===== src/rtl/task_issue_scheduler_pkg.sv =====
// Shared task record, FSM encodings and the no-prefix convention for the
// task issue scheduler.
package task_issue_scheduler_pkg;

  localparam int ROWS          = 256;
  localparam int PATTERN_WIDTH = 16;
  localparam int IDX_W         = $clog2(ROWS);
  localparam int TASK_W        = 2 * IDX_W + PATTERN_WIDTH;

  typedef struct packed {
    logic [IDX_W-1:0]         row_id;
    logic [IDX_W-1:0]         prefix_id;
    logic [PATTERN_WIDTH-1:0] pattern;
  } sched_task_t;

  typedef enum logic [1:0] {
    S_RUN   = 2'd0,
    S_DRAIN = 2'd1,
    S_DONE  = 2'd2
  } sched_state_e;

  // A task whose prefix points at itself has no dependency.
  function automatic logic has_no_prefix(input sched_task_t t);
    return t.prefix_id == t.row_id;
  endfunction

endpackage


===== src/rtl/task_issue_scheduler_fifo.sv =====
// Synchronous show-ahead FIFO with occupancy count; the head entry is read
// straight from storage flops so it stays stable until popped.
module sched_task_fifo #(
  parameter int DEPTH = 4,
  parameter int WIDTH = 32,
  localparam int PTR_W = $clog2(DEPTH),
  localparam int CNT_W = PTR_W + 1
) (
  input  logic             clk,
  input  logic             rst_n,
  input  logic             push,
  input  logic             pop,
  input  logic [WIDTH-1:0] wdata,
  output logic [WIDTH-1:0] rdata,
  output logic             empty,
  output logic             full,
  output logic [CNT_W-1:0] count
);

  logic [WIDTH-1:0] mem_q [DEPTH];
  logic [WIDTH-1:0] mem_d [DEPTH];
  logic [PTR_W-1:0] wr_ptr_q, wr_ptr_d;
  logic [PTR_W-1:0] rd_ptr_q, rd_ptr_d;
  logic [CNT_W-1:0] count_q, count_d;
  logic             do_push, do_pop;

  assign empty = (count_q == '0);
  assign full  = (count_q == CNT_W'(DEPTH));
  assign count = count_q;
  assign rdata = mem_q[rd_ptr_q];

  // A pop frees the slot in the same cycle, so a full FIFO still accepts.
  assign do_pop  = pop && !empty;
  assign do_push = push && (!full || do_pop);

  always_comb begin
    mem_d    = mem_q;
    wr_ptr_d = wr_ptr_q;
    rd_ptr_d = rd_ptr_q;
    if (do_push) begin
      mem_d[wr_ptr_q] = wdata;
      wr_ptr_d        = wr_ptr_q + PTR_W'(1);
    end
    if (do_pop) begin
      rd_ptr_d = rd_ptr_q + PTR_W'(1);
    end
    count_d = count_q + CNT_W'(do_push) - CNT_W'(do_pop);
  end

  always_ff @(posedge clk or negedge rst_n) begin
    if (!rst_n) begin
      for (int i = 0; i < DEPTH; i++) mem_q[i] <= '0;
      wr_ptr_q <= '0;
      rd_ptr_q <= '0;
      count_q  <= '0;
    end else begin
      mem_q    <= mem_d;
      wr_ptr_q <= wr_ptr_d;
      rd_ptr_q <= rd_ptr_d;
      count_q  <= count_d;
    end
  end

endmodule


===== src/rtl/task_issue_scheduler.sv =====
// Buffers dispatched tasks and issues each in order once its prefix row has
// retired, bounding in-flight work and sequencing tile completion.
//
// state   | meaning
// S_RUN   | accepting tasks from the dispatcher, issuing eligible heads
// S_DRAIN | tile done seen; no new tasks, issue until empty and retired
// S_DONE  | one cycle: tile_complete pulse, scoreboard and stall count cleared
module task_issue_scheduler
  import task_issue_scheduler_pkg::*;
#(
  parameter int FIFO_DEPTH   = 4,
  parameter int MAX_INFLIGHT = 8,
  parameter int STALL_LIMIT  = 1024
) (
  input  logic                     clk,
  input  logic                     rst_n,
  input  logic                     disp_task_valid,
  input  logic [IDX_W-1:0]         disp_task_row_id,
  input  logic [IDX_W-1:0]         disp_task_prefix_id,
  input  logic [PATTERN_WIDTH-1:0] disp_task_pattern,
  input  logic                     disp_tile_done,
  output logic                     sched_ready,
  output logic                     compute_busy,
  output logic                     proc_valid,
  output logic [IDX_W-1:0]         proc_row_id,
  output logic [IDX_W-1:0]         proc_prefix_id,
  output logic [PATTERN_WIDTH-1:0] proc_pattern,
  input  logic                     proc_ready,
  input  logic                     retire_valid,
  input  logic [IDX_W-1:0]         retire_row,
  output logic                     tile_complete,
  output logic                     err_deadlock,
  output logic                     err_overflow
);

  localparam int CNT_W   = $clog2(FIFO_DEPTH) + 1;
  localparam int INF_W   = $clog2(MAX_INFLIGHT + 1);
  localparam int STALL_W = (STALL_LIMIT > 2) ? $clog2(STALL_LIMIT) : 1;

  sched_state_e     state_q, state_d;
  logic [ROWS-1:0]  retired_q, retired_d;
  logic [INF_W-1:0] inflight_q, inflight_d;
  logic [STALL_W-1:0] stall_cnt_q, stall_cnt_d;
  logic             hold_q, hold_d;
  logic             err_deadlock_q, err_deadlock_d;
  logic             err_overflow_q, err_overflow_d;

  sched_task_t      wr_task, head;
  logic             fifo_empty, fifo_full;
  logic [CNT_W-1:0] fifo_count;
  logic             prefix_ok, cap_ok, stalled, force_issue, issue, retire_ok;

  assign wr_task = '{row_id:    disp_task_row_id,
                     prefix_id: disp_task_prefix_id,
                     pattern:   disp_task_pattern};

  sched_task_fifo #(
    .DEPTH (FIFO_DEPTH),
    .WIDTH (TASK_W)
  ) u_fifo (
    .clk   (clk),
    .rst_n (rst_n),
    .push  (disp_task_valid),
    .pop   (issue),
    .wdata (wr_task),
    .rdata (head),
    .empty (fifo_empty),
    .full  (fifo_full),
    .count (fifo_count)
  );

  assign prefix_ok   = has_no_prefix(head) || retired_q[head.prefix_id];
  assign cap_ok      = (inflight_q < INF_W'(MAX_INFLIGHT));
  assign stalled     = !fifo_empty && !prefix_ok && (inflight_q == '0);
  // Nothing in flight can ever retire the missing prefix, so force it out.
  assign force_issue = stalled && (stall_cnt_q == STALL_W'(STALL_LIMIT - 1));

  assign proc_valid     = !fifo_empty && (hold_q || (prefix_ok && cap_ok) || force_issue);
  assign proc_row_id    = head.row_id;
  assign proc_prefix_id = head.prefix_id;
  assign proc_pattern   = head.pattern;

  assign issue     = proc_valid && proc_ready;
  assign retire_ok = retire_valid && (inflight_q != '0);

  // Dispatcher looks at ready a cycle ahead of its pulse, hence two free slots.
  assign sched_ready   = (state_q == S_RUN) && (fifo_count <= CNT_W'(FIFO_DEPTH - 2));
  assign compute_busy  = !fifo_empty || (inflight_q != '0) || proc_valid;
  assign tile_complete = (state_q == S_DONE);
  assign err_deadlock  = err_deadlock_q;
  assign err_overflow  = err_overflow_q;

  always_comb begin
    state_d        = state_q;
    retired_d      = retired_q;
    inflight_d     = inflight_q;
    stall_cnt_d    = '0;
    hold_d         = proc_valid && !proc_ready;
    err_deadlock_d = err_deadlock_q || force_issue;
    err_overflow_d = err_overflow_q || (disp_task_valid && fifo_full && !issue);

    if (retire_valid) retired_d[retire_row] = 1'b1;

    unique case ({issue, retire_ok})
      2'b10:   inflight_d = inflight_q + INF_W'(1);
      2'b01:   inflight_d = inflight_q - INF_W'(1);
      default: inflight_d = inflight_q;
    endcase

    if (stalled) stall_cnt_d = force_issue ? stall_cnt_q : stall_cnt_q + STALL_W'(1);

    unique case (state_q)
      S_RUN: begin
        if (disp_tile_done) state_d = S_DRAIN;
      end
      S_DRAIN: begin
        if (fifo_empty && (inflight_q == '0) && !proc_valid) state_d = S_DONE;
      end
      S_DONE: begin
        state_d     = S_RUN;
        retired_d   = '0;
        stall_cnt_d = '0;
      end
      default: state_d = S_RUN;
    endcase
  end

  always_ff @(posedge clk or negedge rst_n) begin
    if (!rst_n) begin
      state_q        <= S_RUN;
      retired_q      <= '0;
      inflight_q     <= '0;
      stall_cnt_q    <= '0;
      hold_q         <= 1'b0;
      err_deadlock_q <= 1'b0;
      err_overflow_q <= 1'b0;
    end else begin
      state_q        <= state_d;
      retired_q      <= retired_d;
      inflight_q     <= inflight_d;
      stall_cnt_q    <= stall_cnt_d;
      hold_q         <= hold_d;
      err_deadlock_q <= err_deadlock_d;
      err_overflow_q <= err_overflow_d;
    end
  end

endmodule


===== config.mk =====
export PLATFORM = sky130hd
export DESIGN_NAME = task_issue_scheduler
export DESIGN_NICKNAME = d
export VERILOG_FILES = /design/src/rtl/task_issue_scheduler_pkg.sv /design/src/rtl/task_issue_scheduler_fifo.sv /design/src/rtl/task_issue_scheduler.sv
export SDC_FILE = /design/constraint.sdc
export NUM_CORES = 1
export LEC_CHECK = 0
export ABC_CLOCK_PERIOD_IN_PS = 6100
export BUFFER_PORTS_ARGS = -buffer_cell sky130_fd_sc_hd__buf_4
export CORE_UTILIZATION = 45
export CTS_BUF_LIST = sky130_fd_sc_hd__clkbuf_16
export CTS_CLUSTER_SIZE = 40
export DETAILED_ROUTE_END_ITERATION = 10
export PLACE_DENSITY = 0.61
export SKIP_LAST_GASP = 1
export SLEW_MARGIN = 10
export SYNTH_ARGS = -nofsm -noshare
export SYNTH_HDL_FRONTEND = slang
export SYNTH_HIERARCHICAL = 1
export SYNTH_SLANG_ARGS = --single-unit

===== constraint.sdc =====
create_clock -name clk -period 6.1 [get_ports clk]
set_input_delay 0.915 -clock clk [delete_from_list [all_inputs] [get_ports clk]]
set_output_delay 0.915 -clock clk [all_outputs]
set_load 0.01 [all_outputs]

==> impl_metrics.tcl, run 1 <==
set metrics [dict create \
    nNetsFinal 1714 \
    grt_pass1_vias 13300 \
    clkLatencyLatePin_ns 0.59 \
    core_um2 41100 \
    gp_congestion 0.834 \
    cpPeakStageDelay_ns 1.02 \
    start_kind "flip-flop" \
    path_max_fanout 32 \
    synth_edf_count 0 \
    drive_gt1_share_pct 23.9 \
    cts_buffers 45 \
    synthArstFlopShare_pct 100 \
    crit_path_end_kind "primary output" \
    fillers 3612 \
    cp.arrival_ns 4.55 \
    via_per_inst 5.85 \
    synth_warnings 6 \
    wl_per_cell_um 22.3 \
    yosysUniqueCellTypes 67 \
    post_cts_buffers 0 \
    violations "design-rule violations" \
    synthToLayoutAreaGrowth_pct 13.6 \
    rows 74 \
    highest_layer "met5" \
    timing.final.max_slew_violations 0 \
    crit_type "flip-flop to primary output" \
    routed_wirelength_um 49500 \
    start_util_pct 46.0 \
    drtPass1Iterations 9 \
    crit_path_frequent_cell "buf_4" \
    clockRootBuffer "clkbuf_16" \
    grt_setup_unrepaired "no" \
    max-slew-margin-rel_pct 18.7 \
    p_leak_nw 9.94 \
    final.setup.tns_ns 0 \
    seq_area_um2 10300 \
    postSynthCellCount 1597 \
    cts.path.max_buffers 3 \
    min_path_type "input port to async pin" \
    dp_hpwl_um 31900 \
    ys_ff_latch 410 \
    utilization_pct 52.3 \
    die_h_um 207 \
    clock.fmax_mhz 183 \
    grt_antenna_before_repair 1 \
    yosys_most_used_dff "dfrtp_1" \
    fin_worst_skew_ns 0.0150 \
    io_buffers 83 \
    drcViolationCount 2 \
    grt_overflow_total 0 \
    multiInputGateArea_um2 8050 \
    grt_pass1_wl_um 78600 \
    clkTransAtPathRegs_ns 0.06 \
    layout_common_cells "dfrtp_1 (409), nor2_1 (291), a21oi_1 (264)" \
    hold_viol_final 0 \
    grt_max_degree 140 \
    htreeDepth 2 \
    wirelength_met1_um 21200 \
    period_share_pct 89.6 \
    cts_resized 0 \
    period_needed_ns 5.46 \
    die_w_um 207 \
    crit_chain "mux4_4 > buf_4 > mux2i_1 > a22oi_1 > nand2_1 > o31a_1 > a311oi_1 > nor2_1 > a31o_4 > a31oi_2 > a21oi_1 > buf_4" \
    dr_wl_met2_um 23000 \
    powerDensity_nw_per_um2 525 \
    fp.dieArea_um2 42900 \
    final_common_cell "dfrtp_1" \
    syn_area_um2 18900 \
    n_antenna_cell 0 \
    synth.avg_cell_area_um2 11.8 \
    drv_cap 0 \
    final-setup-viol-count 0 \
    cts_tree "yes" \
    cts_hold_buf 0 \
    finalPower_mw 11.3 \
    grt_usage_pct 23.6 \
    critPathSlowestCell "mux4_4" \
    wl_met3_um 3820 \
    vias 13000 \
    cts.sinks 410 \
    synth_nets 1654 \
    synth-seq-area-share_pct 54.2 \
    ios 84 \
    tightest_slew_ns 1.21 \
    peakVddDrop_mv 0.350 \
    crit_required_ns 5.18 \
    outcome "finished, violations left" \
    ant_nets 0 \
    drt_first_iter_violations 949 \
]
==> worst paths after layout <==
| path | end | cells past startpoint | slack (ns) | from |
|---|---|---|---|---|
| min reg2reg | state_q[0] | 1 | 0.48 | state_q[1] |
| min | retired_q[78] | 1 | 0.41 | rst_n |
| max in group asynchronous | retired_q[218] | 2 | 4.37 | rst_n |
| max reg2reg | u_fifo/count[2] | 18 | 0.68 | u_fifo/rd_ptr_q[0] |
| max | proc_valid | 12 | 0.64 | u_fifo/rd_ptr_q[0] |
| min in group clk | hold_q | 2 | 0.48 | proc_ready |
==> power by group <==
group	internal [mW]	switching, mW
Combinational	2.32	2.53
Sequential	3.37	0.374
Clock	1.55	1.13
==> registers in the layout, indices dropped and copies added (netlist names), 2 cells and up <==
register and count:
retired_q 256, u_fifo/mem_q 128, stall_cnt_q 10, inflight_q 4, u_fifo/count 3, state_q 2
u_fifo/rd_ptr_q 2, u_fifo/wr_ptr_q 2
==> cell type report <==
| type | instances | share of cell area, % |
|---|---|---|
| multi-input combinational | 1064 | 37.5 |
| clock inverter | 34 | 1.42 |
| sequential | 410 | 47.8 |
| timing repair buffer | 123 | 4.80 |
| clock buffer | 45 | 5.24 |
| inverter | 13 | 0.227 |
| tap | 532 | 3.10 |
==> synth_stat cells, types with 5 or more instances <==
cell type / number / area, µm²
dfrtp_1: 410 / 10300
nor2_1: 296 / 1110
a21oi_1: 264 / 1320
mux2_2: 133 / 1500
clkbuf_1: 72 / 270
mux2i_1: 61 / 611
mux4_2: 48 / 1080
nand2_1: 25 / 93.8
nor3_1: 24 / 120
mux4_1: 23 / 604
xnor2_1: 20 / 175
buf_6: 19 / 214
a22oi_1: 14 / 105
and2_1: 13 / 81.3
nand2b_1: 13 / 81.3
nand3_1: 13 / 65.1
inv_1: 12 / 45.0
nor2b_1: 12 / 75.1
a31oi_1: 9 / 56.3
and3_1: 9 / 56.3
ha_1: 9 / 113
nand4_1: 8 / 50.1
buf_2: 6 / 30.0
nor3b_1: 5 / 37.5
o22ai_1: 5 / 31.3
==> worst max-delay path: cells and delay by family (launching register included) <==
kind                   cells  cell delay, ns
muxes                      2            1.18
buffers and inverters      2            0.58
DFF                        1            0.59
and+or+nand+nor            2            0.18
AOI/OAI and AO/OA          6            1.38
==> through the flow <==
step | cells | setup WS, ns | area [µm²] | hold slack, ns
after global placement | 2142 | 0.713 | 20100 | 0.467
after global routing | 2221 | 0.378 | 21500 | 0.465
after floorplan | 1597 | 1.15 | 18900 | 0.436
after CTS | 2221 | 0.600 | 21500 | 0.418
final | 2221 | 0.635 | 21500 | 0.409
after detailed placement | 2142 | 0.672 | 20100 | 0.473
==> cells by family after synthesis <==
logic type / Yosys count / synth area share (%)
simple gates: 435 / 10.2
flops: 410 / 54.2
compound gates: 329 / 9.82
mux: 265 / 20.1
buf+inv: 123 / 3.72
xor+xnor: 24 / 1.11
fa+ha+maj: 11 / 0.807
==> layer usage <==
layer  vias up  GRT usage [%]
li1       5806              -
met1      6621           32.1
met2       478           37.1
met3        95           5.72
met4         2           8.47
met5         -              0
No activity file was read; power rests on OpenSTA's default activity.
==> inputs of run 2 (changes only) <==
--- a/config.mk
+++ b/config.mk
@@ -16,5 +16,4 @@
 export SLEW_MARGIN = 10
 export SYNTH_ARGS = -nofsm -noshare
 export SYNTH_HDL_FRONTEND = slang
-export SYNTH_HIERARCHICAL = 1
 export SYNTH_SLANG_ARGS = --single-unit
==> run 2 against run 1 <==
Effect of this change: largest cell class unchanged; critical path type unchanged; critical path depth increased by 1; non-clock buffer count increased by 6; clock power increased by 2%; sequential share of layout area decreased by 0.42 points; sequential cell count unchanged; design area increased by 0.90%; the flow now finishes without violations; fmax decreased by 6.5%; critical endpoint unchanged; sequential power about the same; synthesized area increased by 1.1%; register-to-register slack got worse by 0.12 ns.
==> impl_metrics.tcl, run 2 <==
set metrics [dict create \
    start_kind "flip-flop" \
    syn_area_um2 19100 \
    routed_wirelength_um 51800 \
    critPathSlowestCell "mux4_4" \
    cts_tree "yes" \
    vias 13500 \
    rows 75 \
    drtPass1Iterations 5 \
    fp.dieArea_um2 43300 \
    die_h_um 208 \
    fin_worst_skew_ns 0.0233 \
    yosys.area_share.simple_pct 10.3 \
    yosysUniqueCellTypes 60 \
    layout_common_cells "dfrtp_1 (409), nor2_1 (315), a21oi_1 (255)" \
    drive_gt1_share_pct 22.3 \
    htreeDepth 2 \
    grt_setup_unrepaired "no" \
    synth_nets 1747 \
    period_share_pct 95.9 \
    p_leak_nw 10.2 \
    final-setup-viol-count 0 \
    synth_fa_ha_area_share_pct 0.929 \
    tightest_slew_ns 1.28 \
    grt_usage_pct 24.4 \
    hold_viol_final 0 \
    r2r_end "inflight_q[3]" \
    synth_edf_count 0 \
    cts.path.max_buffers 3 \
    crit_path_end_kind "primary output" \
    clkTransAtPathRegs_ns 0.06 \
    nNetsFinal 1806 \
    core_um2 41900 \
    clock.fmax_mhz 171 \
    cp_top_family "multiplexers" \
    synth_top_cell_by_area "dfrtp_1" \
    min_path_type "input port to async pin" \
    final_cell_area_um2 21700 \
    grtUsageMet1_pct 34.3 \
    cts_resized 0 \
    drt_first_iter_violations 1188 \
    grtUsageMet3_pct 5.60 \
    synthArstFlopShare_pct 100 \
    powerDensity_nw_per_um2 543 \
    largest_reg_flops 256 \
    cpPeakStageDelay_ns 0.94 \
    synth_top_family_by_area "multiplexers" \
    dp_slack_ns 0.598 \
    clkLatencyLatePin_ns 0.59 \
    via_per_inst 5.82 \
    outcome "complete, no violations" \
    synth-seq-area-share_pct 53.7 \
    ant_nets 0 \
    ys_ff_latch 410 \
    grt_pass1_vias 13800 \
    dp_hpwl_um 32800 \
    final_common_cell "dfrtp_1" \
    peakVddDrop_mv 0.411 \
    final.setup.tns_ns 0 \
    grt_antenna_before_repair 0 \
    gp_congestion 0.901 \
    rrSetupSlack_ns 0.56 \
    start_util_pct 45.6 \
    post_cts_buffers 0 \
    cts_hold_buf 0 \
    top_regs "retired_q: 256 flops, u_fifo.mem_q: 128 flops, stall_cnt_q: 10 flops" \
    fin_ws_ns 0.253 \
    max-slew-margin-rel_pct 14.1 \
    crit_chain "mux4_4 > buf_4 > mux2i_1 > mux2i_1 > o32ai_1 > nor4_1 > nor4_1 > o311ai_2 > o21ba_1 > buf_4 > nor2_1 > nor2_1 > buf_4" \
    cts.sinks 410 \
    regMostFlops "retired_q" \
    synth.avg_cell_area_um2 11.3 \
    synth-xor-area-share_pct 1.01 \
    fillers 3700 \
    placed_area_um2 20200 \
    drcViolationCount 0 \
    synth_warnings 0 \
    synth_mux_area_share_pct 19.5 \
    synthTopCellsByArea "dfrtp_1 (54%), a21oi_1 (6.7%), mux2_2 (6.3%)" \
    use_met2_pct 37.5 \
    timing.final.max_slew_violations 0 \
    reg2reg_from "u_fifo.rd_ptr_q[0]" \
    ios 84 \
    netlist_top_cells_count "dfrtp_1 (410), nor2_1 (315), a21oi_1 (255)" \
    postSynthCellCount 1688 \
    grt_overflow_total 0 \
    grt_max_degree 132 \
    grt_pass1_wl_um 81700 \
    path_max_fanout 35 \
    crit_buf_inv 3 \
    crit_required_ns 5.18 \
    cts_buffers 45 \
    n_antenna_cell 0 \
    crit_type "flip-flop to primary output" \
    yosys_most_used_dff "dfrtp_1" \
    io_buffers 83 \
    cp.arrival_ns 4.93 \
    crit_path_frequent_cell "buf_4" \
    die_w_um 208 \
    synthToLayoutAreaGrowth_pct 13.4 \
    synth_top_area_share_pct 53.7 \
    period_needed_ns 5.85 \
    yosysMostFrequentCell "dfrtp_1" \
    drv_cap 0 \
    clockRootBuffer "clkbuf_16" \
    grt_most_used_layer "met2" \
    wl_per_cell_um 22.3 \
    rr_worst_depth 18 \
    synth_compound_area_share_pct 10.5 \
]
## run 2: cell count changes after synthesis, moves of 14 or more
cell,before,now
mux4_1,23,0
a22oi_1,14,0
nor3_1,24,41
mux2_4,0,30
o22ai_1,5,20
nor2_1,296,315
mux2_2,133,107
mux2i_1,61,113
## run 2: report_power, final
group | total, mW | switching (mW) | internal (mW)
clock | 2.74 | 1.14 | 1.60
sequential | 3.73 | 0.360 | 3.37
combinational | 5.31 | 2.98 | 2.33
## run 2: logic make-up after synthesis
logic type,after synthesis
fa+ha+maj,13
compound gates,348
xor+xnor,22
simple gates,462
flops,410
mux,294
buf+inv,139
## run 2: how the worst max path moves through the flow
stage / startpoint / end / slack, ns / depth (start not counted)
final: u_fifo.rd_ptr_q[0] / proc_valid / 0.25 / 13
after global routing: u_fifo.rd_ptr_q[0] / proc_valid / 0.05 / 15
after CTS: u_fifo.rd_ptr_q[0] / proc_valid / 0.24 / 13
after detailed placement: u_fifo.rd_ptr_q[0] / inflight_q[3] / 0.60 / 18
after global placement: u_fifo.rd_ptr_q[0] / inflight_q[3] / 0.70 / 17
after floorplan: u_fifo.rd_ptr_q[0] / inflight_q[3] / 1.80 / 21
## run 2: through the flow
stage / total power [mW] / hold WS (ns) / util (%) / std cells
finish: 11.8 / 0.370 / 51.7 / 2319
global route: 12.3 / 0.431 / 51.7 / 2319
CTS: 11.8 / 0.396 / 51.7 / 2319
detailed placement: 9.02 / 0.474 / 48.2 / 2239
global placement: 8.92 / 0.464 / 48.2 / 2239
floorplan: 7.48 / 0.448 / - / 1688
## run 2: worst reg2reg max path, stage by stage, from the launching register on
cell and delay, ns:
dfrtp_2 0.53, mux4_4 0.95, buf_4 0.45, mux2i_1 0.21, mux2i_1 0.31, o32ai_1 0.15, nor4_1 0.25, nor4_1 0.13
o311ai_2 0.61, o21ba_1 0.23, buf_4 0.21, o21bai_1 0.16, ha_1 0.27, ha_1 0.27, a21o_1 0.17, a21oi_1 0.18
xnor2_1 0.14, nor2_1 0.07, xor2_1 0.14
## run 2: per-layer routing
metal	vias up	routed length, µm
met3	93	3920
li1	6066	-
met2	435	23500
met1	6900	23000
met5	-	0
met4	0	1270
## run 2: cell type report
cell class                 count  area, µm²  share of cell area, %
clock buffer                  45       1130                   5.19
clock inverter                35        345                   1.59
inverter                      22       90.1                  0.416
multi-input combinational   1139       8160                   37.6
sequential                   410      10300                   47.3
tap                          539        674                   3.11
timing repair buffer         129       1030                   4.73
